==> src/rtl/nibble_serial_subtractor_if.sv <==
// rtl/nibble_serial_subtractor_if.sv - start/done handshake bundle for the nibble-serial subtractor
interface nibble_serial_subtractor_if #(
    parameter int W = 8
);
    logic         start;
    logic [W-1:0] a;
    logic [W-1:0] b;
    logic         bin;
    logic         busy;
    logic         done;
    logic [W-1:0] diff;
    logic         bout;
    logic         zero;
    logic         ovf;

    modport master (
        output start, a, b, bin,
        input  busy, done, diff, bout, zero, ovf
    );

    modport slave (
        input  start, a, b, bin,
        output busy, done, diff, bout, zero, ovf
    );
endinterface

==> src/rtl/nibble_serial_subtractor.sv <==
// rtl/nibble_serial_subtractor.sv - multi-cycle a - b - bin, one 4-bit borrow-lookahead slice per clock
module nibble_serial_subtractor #(
    parameter int W = 8
) (
    input  logic                       clk,
    input  logic                       reset,
    nibble_serial_subtractor_if.slave  bus
);
    localparam int N  = W / 4;
    localparam int KW = (N > 1) ? $clog2(N) : 1;

    typedef enum logic [1:0] {IDLE, RUN, DONE} state_t;

    state_t        state_q;
    logic [W-1:0]  a_q;
    logic [W-1:0]  b_q;
    logic          a_msb_q;
    logic          b_msb_q;
    logic          borrow_q;
    logic [KW-1:0] k_q;
    logic [W-1:0]  res_q;
    logic          busy_q;
    logic          done_q;
    logic [W-1:0]  diff_q;
    logic          bout_q;
    logic          zero_q;
    logic          ovf_q;

    logic [3:0]    a_s;
    logic [3:0]    b_s;
    logic [3:0]    g;
    logic [3:0]    p;
    logic          c1, c2, c3, c4;
    logic [3:0]    d_s;
    logic [W-1:0]  res_d;

    // Operands shift right each RUN cycle, so the active slice is always bits 3..0.
    always_comb begin
        a_s = a_q[3:0];
        b_s = b_q[3:0];
        g   = ~a_s & b_s;
        p   = ~(a_s ^ b_s);
        c1  = g[0] | (p[0] & borrow_q);
        c2  = g[1] | (p[1] & g[0]) | (p[1] & p[0] & borrow_q);
        c3  = g[2] | (p[2] & g[1]) | (p[2] & p[1] & g[0])
            | (p[2] & p[1] & p[0] & borrow_q);
        c4  = g[3] | (p[3] & g[2]) | (p[3] & p[2] & g[1])
            | (p[3] & p[2] & p[1] & g[0]) | (p[3] & p[2] & p[1] & p[0] & borrow_q);
        d_s   = a_s ^ b_s ^ {c3, c2, c1, borrow_q};
        res_d = (res_q >> 4) | (W'(d_s) << (W - 4));
    end

    always_ff @(posedge clk) begin
        if (reset) begin
            state_q  <= IDLE;
            a_q      <= '0;
            b_q      <= '0;
            a_msb_q  <= 1'b0;
            b_msb_q  <= 1'b0;
            borrow_q <= 1'b0;
            k_q      <= '0;
            res_q    <= '0;
            busy_q   <= 1'b0;
            done_q   <= 1'b0;
            diff_q   <= '0;
            bout_q   <= 1'b0;
            zero_q   <= 1'b0;
            ovf_q    <= 1'b0;
        end else begin
            done_q <= 1'b0;
            case (state_q)
                IDLE, DONE: begin
                    if (bus.start) begin
                        a_q      <= bus.a;
                        b_q      <= bus.b;
                        a_msb_q  <= bus.a[W-1];
                        b_msb_q  <= bus.b[W-1];
                        borrow_q <= bus.bin;
                        k_q      <= '0;
                        res_q    <= '0;
                        busy_q   <= 1'b1;
                        state_q  <= RUN;
                    end else begin
                        state_q  <= IDLE;
                    end
                end
                RUN: begin
                    a_q      <= a_q >> 4;
                    b_q      <= b_q >> 4;
                    borrow_q <= c4;
                    res_q    <= res_d;
                    // Visible outputs only change here, so RUN never exposes a partial difference.
                    if (k_q == KW'(N - 1)) begin
                        state_q <= DONE;
                        busy_q  <= 1'b0;
                        done_q  <= 1'b1;
                        diff_q  <= res_d;
                        bout_q  <= c4;
                        zero_q  <= (res_d == '0);
                        ovf_q   <= (a_msb_q != b_msb_q) && (res_d[W-1] != a_msb_q);
                    end else begin
                        k_q <= k_q + KW'(1);
                    end
                end
                default: begin
                    state_q <= IDLE;
                    busy_q  <= 1'b0;
                end
            endcase
        end
    end

    assign bus.busy = busy_q;
    assign bus.done = done_q;
    assign bus.diff = diff_q;
    assign bus.bout = bout_q;
    assign bus.zero = zero_q;
    assign bus.ovf  = ovf_q;
endmodule

==> src/flat_wrapper.sv <==
// flat-port wrapper written by rule: the top's interface ports become plain ports
module nibble_serial_subtractor_flat 
#(
    parameter int W = 8
)
  (clk, reset, bus_start, bus_a, bus_b, bus_bin, bus_busy, bus_done, bus_diff, bus_bout, bus_zero, bus_ovf);
  nibble_serial_subtractor_if #(.W(W)) bus_i ();
  input  logic clk;
  input  logic reset;
  input wire logic [$bits(bus_i.start)-1:0] bus_start;
  input wire logic [$bits(bus_i.a)-1:0] bus_a;
  input wire logic [$bits(bus_i.b)-1:0] bus_b;
  input wire logic [$bits(bus_i.bin)-1:0] bus_bin;
  output wire logic [$bits(bus_i.busy)-1:0] bus_busy;
  output wire logic [$bits(bus_i.done)-1:0] bus_done;
  output wire logic [$bits(bus_i.diff)-1:0] bus_diff;
  output wire logic [$bits(bus_i.bout)-1:0] bus_bout;
  output wire logic [$bits(bus_i.zero)-1:0] bus_zero;
  output wire logic [$bits(bus_i.ovf)-1:0] bus_ovf;
  assign bus_i.start = bus_start;
  assign bus_i.a = bus_a;
  assign bus_i.b = bus_b;
  assign bus_i.bin = bus_bin;
  assign bus_busy = bus_i.busy;
  assign bus_done = bus_i.done;
  assign bus_diff = bus_i.diff;
  assign bus_bout = bus_i.bout;
  assign bus_zero = bus_i.zero;
  assign bus_ovf = bus_i.ovf;
  nibble_serial_subtractor #(.W(W)) u_core (.clk(clk), .reset(reset), .bus(bus_i));
endmodule
==> config.mk <==
export PLATFORM = sky130hd
export DESIGN_NAME = nibble_serial_subtractor_flat
export DESIGN_NICKNAME = d
export VERILOG_FILES = /design/src/rtl/nibble_serial_subtractor_if.sv /design/src/rtl/nibble_serial_subtractor.sv /design/src/flat_wrapper.sv
export SDC_FILE = /design/constraint.sdc
export NUM_CORES = 1
export LEC_CHECK = 0
export ABC_CLOCK_PERIOD_IN_PS = 2800
export BUFFER_PORTS_ARGS = -buffer_cell sky130_fd_sc_hd__buf_2
export CORE_ASPECT_RATIO = 0.7
export CORE_UTILIZATION = 53
export DETAILED_ROUTE_END_ITERATION = 8
export PLACE_DENSITY_LB_ADDON = 0.25
export SYNTH_ARGS = -nofsm -noshare
export SYNTH_HDL_FRONTEND = slang
export SYNTH_SLANG_ARGS = --single-unit
==> constraint.sdc <==
create_clock -name clk -period 2.8 [get_ports clk]
set_clock_uncertainty 0.2 [all_clocks]
set_input_delay 0.14 -clock clk [delete_from_list [all_inputs] [get_ports clk]]
set_output_delay 0.14 -clock clk [all_outputs]
set_load 0.02 [all_outputs]
[Word-level counts from Yosys, hierarchy flattened]
Index checks and enable logic that the tools add are counted.
Storage, ports and cells
  input port bits: 20
  output and inout bits: 13
  logic and storage cells: 82
  register bits: 43
Operators by class
  mux-type cells: 18
  eq/ne operators: 6
  reductions and logical operators: 10
  bitwise gates (word level): 33
  add/sub/neg operators: 1
Operators by type and width (number)
  8-bit one-hot mux with 2 select lines: 3
  8-bit two-way mux: 3
  1-bit bitwise AND: 16
  1-bit OR: 10
  8-bit logical NOT: 1
  4-bit NOT: 2
  4-bit by 8-bit OR with 8-bit output: 1
  2-bit AND reduction: 4
  4-bit bitwise XOR: 2
  1-bit two-way mux: 7
  1-bit one-hot mux with 2 select lines: 3
  4-bit bitwise AND: 1
  2-bit one-hot mux with 2 select lines: 1
  2-bit OR reduction: 2
  2-bit by 1-bit == test with 1-bit output, second input constant: 1
  2-bit == test, second input constant: 1
  2-bit logical NOT: 1
  2-bit two-way mux: 1
  1-bit != test: 2
  2-bit by 1-bit != test with 1-bit output, second input constant: 1
  2-bit != test, second input constant: 1
  2-bit nonzero test: 1
  1-bit adder, second input constant: 1
  1-bit logical AND: 1
  1-bit NOT: 1

[Longest topological paths before layout]
  depth after elaboration: 10
  mapped depth: 6
  depth with buffers taken out: 6

[Worst setup path before layout]
No wires, ideal clock.
  kind: register -> register
  from: reg u_core.a_q[0]
  to: reg u_core.ovf_q (netlist: u_core.bus.ovf)
  setup slack: 813 ps
  arrival: 1699 ps
  data required time: 2512 ps
  stages on the path, launching flop included: 7
  setup time: 88 ps
  path through: dfxtp_1 inv_1 ha_1 a21oi_1 nor2_1 or4_4 a311oi_2
On the way
  word-level cells in the longest chain between the ends: 9
  elaborated cells between the ends (all ways): 13
  those cells by class: 1 x eq/ne; 11 x bitwise; 1 x reduce/logical
RTL lines
  start, declared: RTL line nibble_serial_subtractor.sv:15  | logic [W-1:0] a_q;
  start signal, assigned: RTL line nibble_serial_subtractor.sv:74  | a_q <= bus.a;
  start signal, assigned: RTL line nibble_serial_subtractor.sv:88  | a_q <= a_q >> 4;
  4-bit NOT or 4-bit bitwise XOR (tied branches): RTL line nibble_serial_subtractor.sv:41, nibble_serial_subtractor.sv:42
  4-bit bitwise AND or 4-bit NOT (tied branches): RTL line nibble_serial_subtractor.sv:41, nibble_serial_subtractor.sv:42
  1-bit bitwise AND, on equally long branches: RTL line nibble_serial_subtractor.sv:45, nibble_serial_subtractor.sv:46
  1-bit OR or 1-bit bitwise AND (tied branches): RTL line nibble_serial_subtractor.sv:45, nibble_serial_subtractor.sv:46
  1-bit OR *: RTL line nibble_serial_subtractor.sv:46  | | (p[2] & p[1] & p[0] & borrow_q);
  4-bit bitwise XOR *: RTL line nibble_serial_subtractor.sv:49  | d_s = a_s ^ b_s ^ {c3, c2, c1, borrow_q};
  4-bit by 8-bit OR with 8-bit output *: RTL line nibble_serial_subtractor.sv:50  | res_d = (res_q >> 4) | (W'(d_s) << (W - 4));
  1-bit != test *: RTL line nibble_serial_subtractor.sv:100  | ovf_q <= (a_msb_q != b_msb_q) && (res_d[W-1] != a_msb_q);
  1-bit logical AND *: RTL line nibble_serial_subtractor.sv:100
  end signal, assigned: RTL line nibble_serial_subtractor.sv:100
  end, declared: RTL line nibble_serial_subtractor.sv:27  | logic ovf_q;
Mark *: on every way between the ends. The rest lies on a longest branch, timed or not.
A chain may end at the register's enable or synchronous reset.

[Worst setup path in the final report]
  from: reg u_core.state_q[0]
  to: reg u_core.zero_q (netlist: u_core.bus.zero)
On the way
  word-level cells in the longest chain between the ends: 2
RTL lines
  start, declared: RTL line nibble_serial_subtractor.sv:14  | state_t state_q;
  start signal, assigned: RTL line nibble_serial_subtractor.sv:55  | state_q <= IDLE;
  start signal, assigned: RTL line nibble_serial_subtractor.sv:82  | state_q <= RUN;
  start signal, assigned: RTL line nibble_serial_subtractor.sv:84  | state_q <= IDLE;
  2-bit by 1-bit == test with 1-bit output: RTL line nibble_serial_subtractor.sv:71  | case (state_q)
  2-bit AND reduction (no source line)
  end signal, assigned: RTL line nibble_serial_subtractor.sv:99  | zero_q <= (res_d == '0);
  end, declared: RTL line nibble_serial_subtractor.sv:26  | logic zero_q;
Every way passes these cells.

==> impl_metrics.toml <==
[layout]
drive_gt1_frac = 0.171
seq_area_um2 = 781
antenna-diode-count = 0
num-nets-final = 271
fill_cells = 232
multi_input_area_um2 = 788
layout.cells.most_common = "dfxtp_1"
final_cell_mix = "39 x dfxtp_1, 35 x nand2_1, 34 x nor2_1, 32 x buf_2, 17 x dlygate4sd3_1"
area_delta_synth_final_pct = 25.4

[die]
initial_core_util = 0.573
fp.dieH_um = 48.7
rows = 16
io-pin-count = 33
die_w_um = 68.7
die_area_mm2 = 0.00335
design.core.area_mm2 = 0.00288

[setup_path]
r2r-start = "u_core.state_q[0]$_SDFFE_PP0P_"
max_stage_delay_ns = 0.53
regToRegEndpoint = "u_core.bus.zero$_SDFFE_PP0P_"
r2r_cells = 4
crit_type = "reg -> reg"
cp-end-kind = "register"
critPathBufInv = 0
worst_ep_required_time_ns = 2.84
cpMaxStageDelayCell = "nor2b_1"
worst-path-max-fanout = 11
worstPathCellList = "nor2b_1, nand2_1, nor4_1, a41o_1"
cp_data_arrival_time_ns = 2.20
r2r_slack_ns = 0.64
cp_top_family = "simple AND/OR/NAND/NOR gates"
worstSetupStartpointType = "register"

[global_route]
grt_antenna_before_repair = 0
overflow = 0
grt_pass1_wl_um = 6440
grt_max_degree = 40
track_usage = 0.265
grt_pass1_vias = 1364

[routing]
drt_iter0_markers = 118
dr.pass1.iters = 5
num_vias = 1547
drc = 0
vias_per_cell = 5.49
routed_wirelength_um = 3920
ant_nets = 0
wl_per_cell_um = 13.9

[clock_network]
cts_made_buffers = 5
clock-sinks = 39
cts_tree = "built"
cts_root_buffer = "clkbuf_8"
path_clk_slew_ns = 0.07
insertion_delay_ns = 0.29
ctsHtreeMaxLevel = 2
post_cts_buffers = 0
clockBufferDepth = 2

[placement]
place_congestion = 0.835
dp_slack_ns = 0.702
io_buffer_count = 32
dp_hpwl_um = 2570

[sta]
tns_ns = 0
min_period_over_period = 0.773
rsz0062_at_grt = "false"
finalHoldViolations = 0
slew_headroom = 0.537
setup_viol = 0
layout_setup_ws_ns = 0.636
min_period_ns = 2.16
drv_slew = 0
worst_pin_slew_ns = 0.694
fmax_mhz = 462

[job]
maxCapViolCount = 0

[yosys]
syn_inst = 200
synth_seq_cells = 39
ys_warn_count = 0
synth_cell_types = 30
seq_area_frac_synth = 0.473
netlist_area_mm2 = 0.00165
syn-num-nets = 226
synth.avg_cell_area_um2 = 8.26

[outcome]
status = "complete, no violations"

[hold_path]
hold_path.class = "in -> reg"
worstHoldEndpoint = "u_core.b_q[6]$_SDFFE_PP0P_"
whs_path_depth = 2
min-delay-start = "reset"

[power]
power.density_mw_per_mm2 = 594
ir_drop_uv = 418
p_leak_uw = 0.000879
==> cell type report <==
class,count,share of cell area
clock inverter,1,0.00242
clock buffer,7,0.0369
inverter,8,0.0145
multi-input combinational,140,0.381
sequential,39,0.377
timing repair buffer,51,0.167
tap,36,0.0218
==> cells in the mapped netlist <==
cell type  number  share of area
a211oi_1        4          0.018
a21oi_1        16          0.048
a22oi_1         9          0.041
a311oi_1        8          0.042
a311oi_2        1         0.0091
a41o_1          1         0.0061
and2_1          1         0.0038
and3_1          1         0.0038
buf_2           3         0.0091
clkbuf_1       10          0.023
dfxtp_1        39           0.47
fa_1            1          0.012
ha_1            5          0.038
inv_1           8          0.018
nand2_1        35          0.080
nand2b_1        3          0.011
nand3_1         1         0.0030
nor2_1         34          0.077
nor2b_1         3          0.011
nor3_1          3         0.0091
nor3b_1         1         0.0045
nor4_1          2         0.0076
o21a_1          1         0.0045
o21ai_0         3         0.0091
o21ba_1         1         0.0061
o311ai_1        1         0.0053
o31ai_1         2         0.0091
or4_1           1         0.0045
or4_4           1         0.0068
xor2_1          1         0.0053
==> how the worst max path moves through the flow <==
stage / startpoint / endpoint / slack, ns / cells past startpoint
global placement: u_core.a_q[0]$_SDFFE_PP0P_ / u_core.bus.ovf$_SDFFE_PP0P_ / 0.76 / 6
finish: u_core.state_q[0]$_SDFFE_PP0P_ / u_core.bus.zero$_SDFFE_PP0P_ / 0.64 / 4
global route: u_core.state_q[0]$_SDFFE_PP0P_ / u_core.bus.zero$_SDFFE_PP0P_ / 0.45 / 4
CTS: u_core.state_q[0]$_SDFFE_PP0P_ / u_core.bus.zero$_SDFFE_PP0P_ / 0.65 / 4
floorplan: u_core.a_q[0]$_SDFFE_PP0P_ / u_core.bus.ovf$_SDFFE_PP0P_ / 0.81 / 6
detailed placement: u_core.state_q[0]$_SDFFE_PP0P_ / u_core.bus.zero$_SDFFE_PP0P_ / 0.70 / 4
==> registers in the layout, indices dropped and copies added, names as in the netlist, 2 cells and up <==
name,cells
u_core.res_q,4
u_core.a_q,8
u_core.b_q,8
u_core.state_q,2
u_core.bus.diff,8
==> cell families after synthesis <==
| family | synth area share |
|---|---|
| and+or+nand+nor | 0.223 |
| AOI/OAI and AO/OA | 0.199 |
| DFF | 0.473 |
| buffers and inverters | 0.0500 |
| adders and majority gates | 0.0500 |
| xor gates and xnor gates | 0.00530 |
==> where the power goes <==
part           switching, uW  leakage, uW  internal [uW]  total (uW)
clock                    188    0.0000422            175         363
combinational            146     0.000518            105         251
sequential              24.8     0.000319            591         615
total                    358     0.000879            871        1230
==> per-stage QoR <==
stage               cells  total power [uW]  hold WS (ns)  utilization  instance area (um2)
finish                282              1230         0.178        0.718                 2070
global placement      257               852         0.187        0.631                 1820
floorplan             200               793        0.0986            -                 1650
global route          282              1290         0.219        0.718                 2070
CTS                   282              1230         0.166        0.718                 2070
detailed placement    257               855         0.197        0.631                 1820
==> routing by layer <==
layer  vias to the layer above  part of all wire  global-route usage
met1                       713              0.48               0.382
li1                        783                 -                   -
met5                         -                 0                   0
met4                         0             0.013              0.0918
met3                         7             0.057              0.0637
met2                        44              0.45               0.384
==> timing repair <==
item	in CTS	in global routing
endpoints found under the hold margin	19	0
hold buffers	17	0
resized for setup	0	0
No activity file was read; power rests on OpenSTA's default activity.
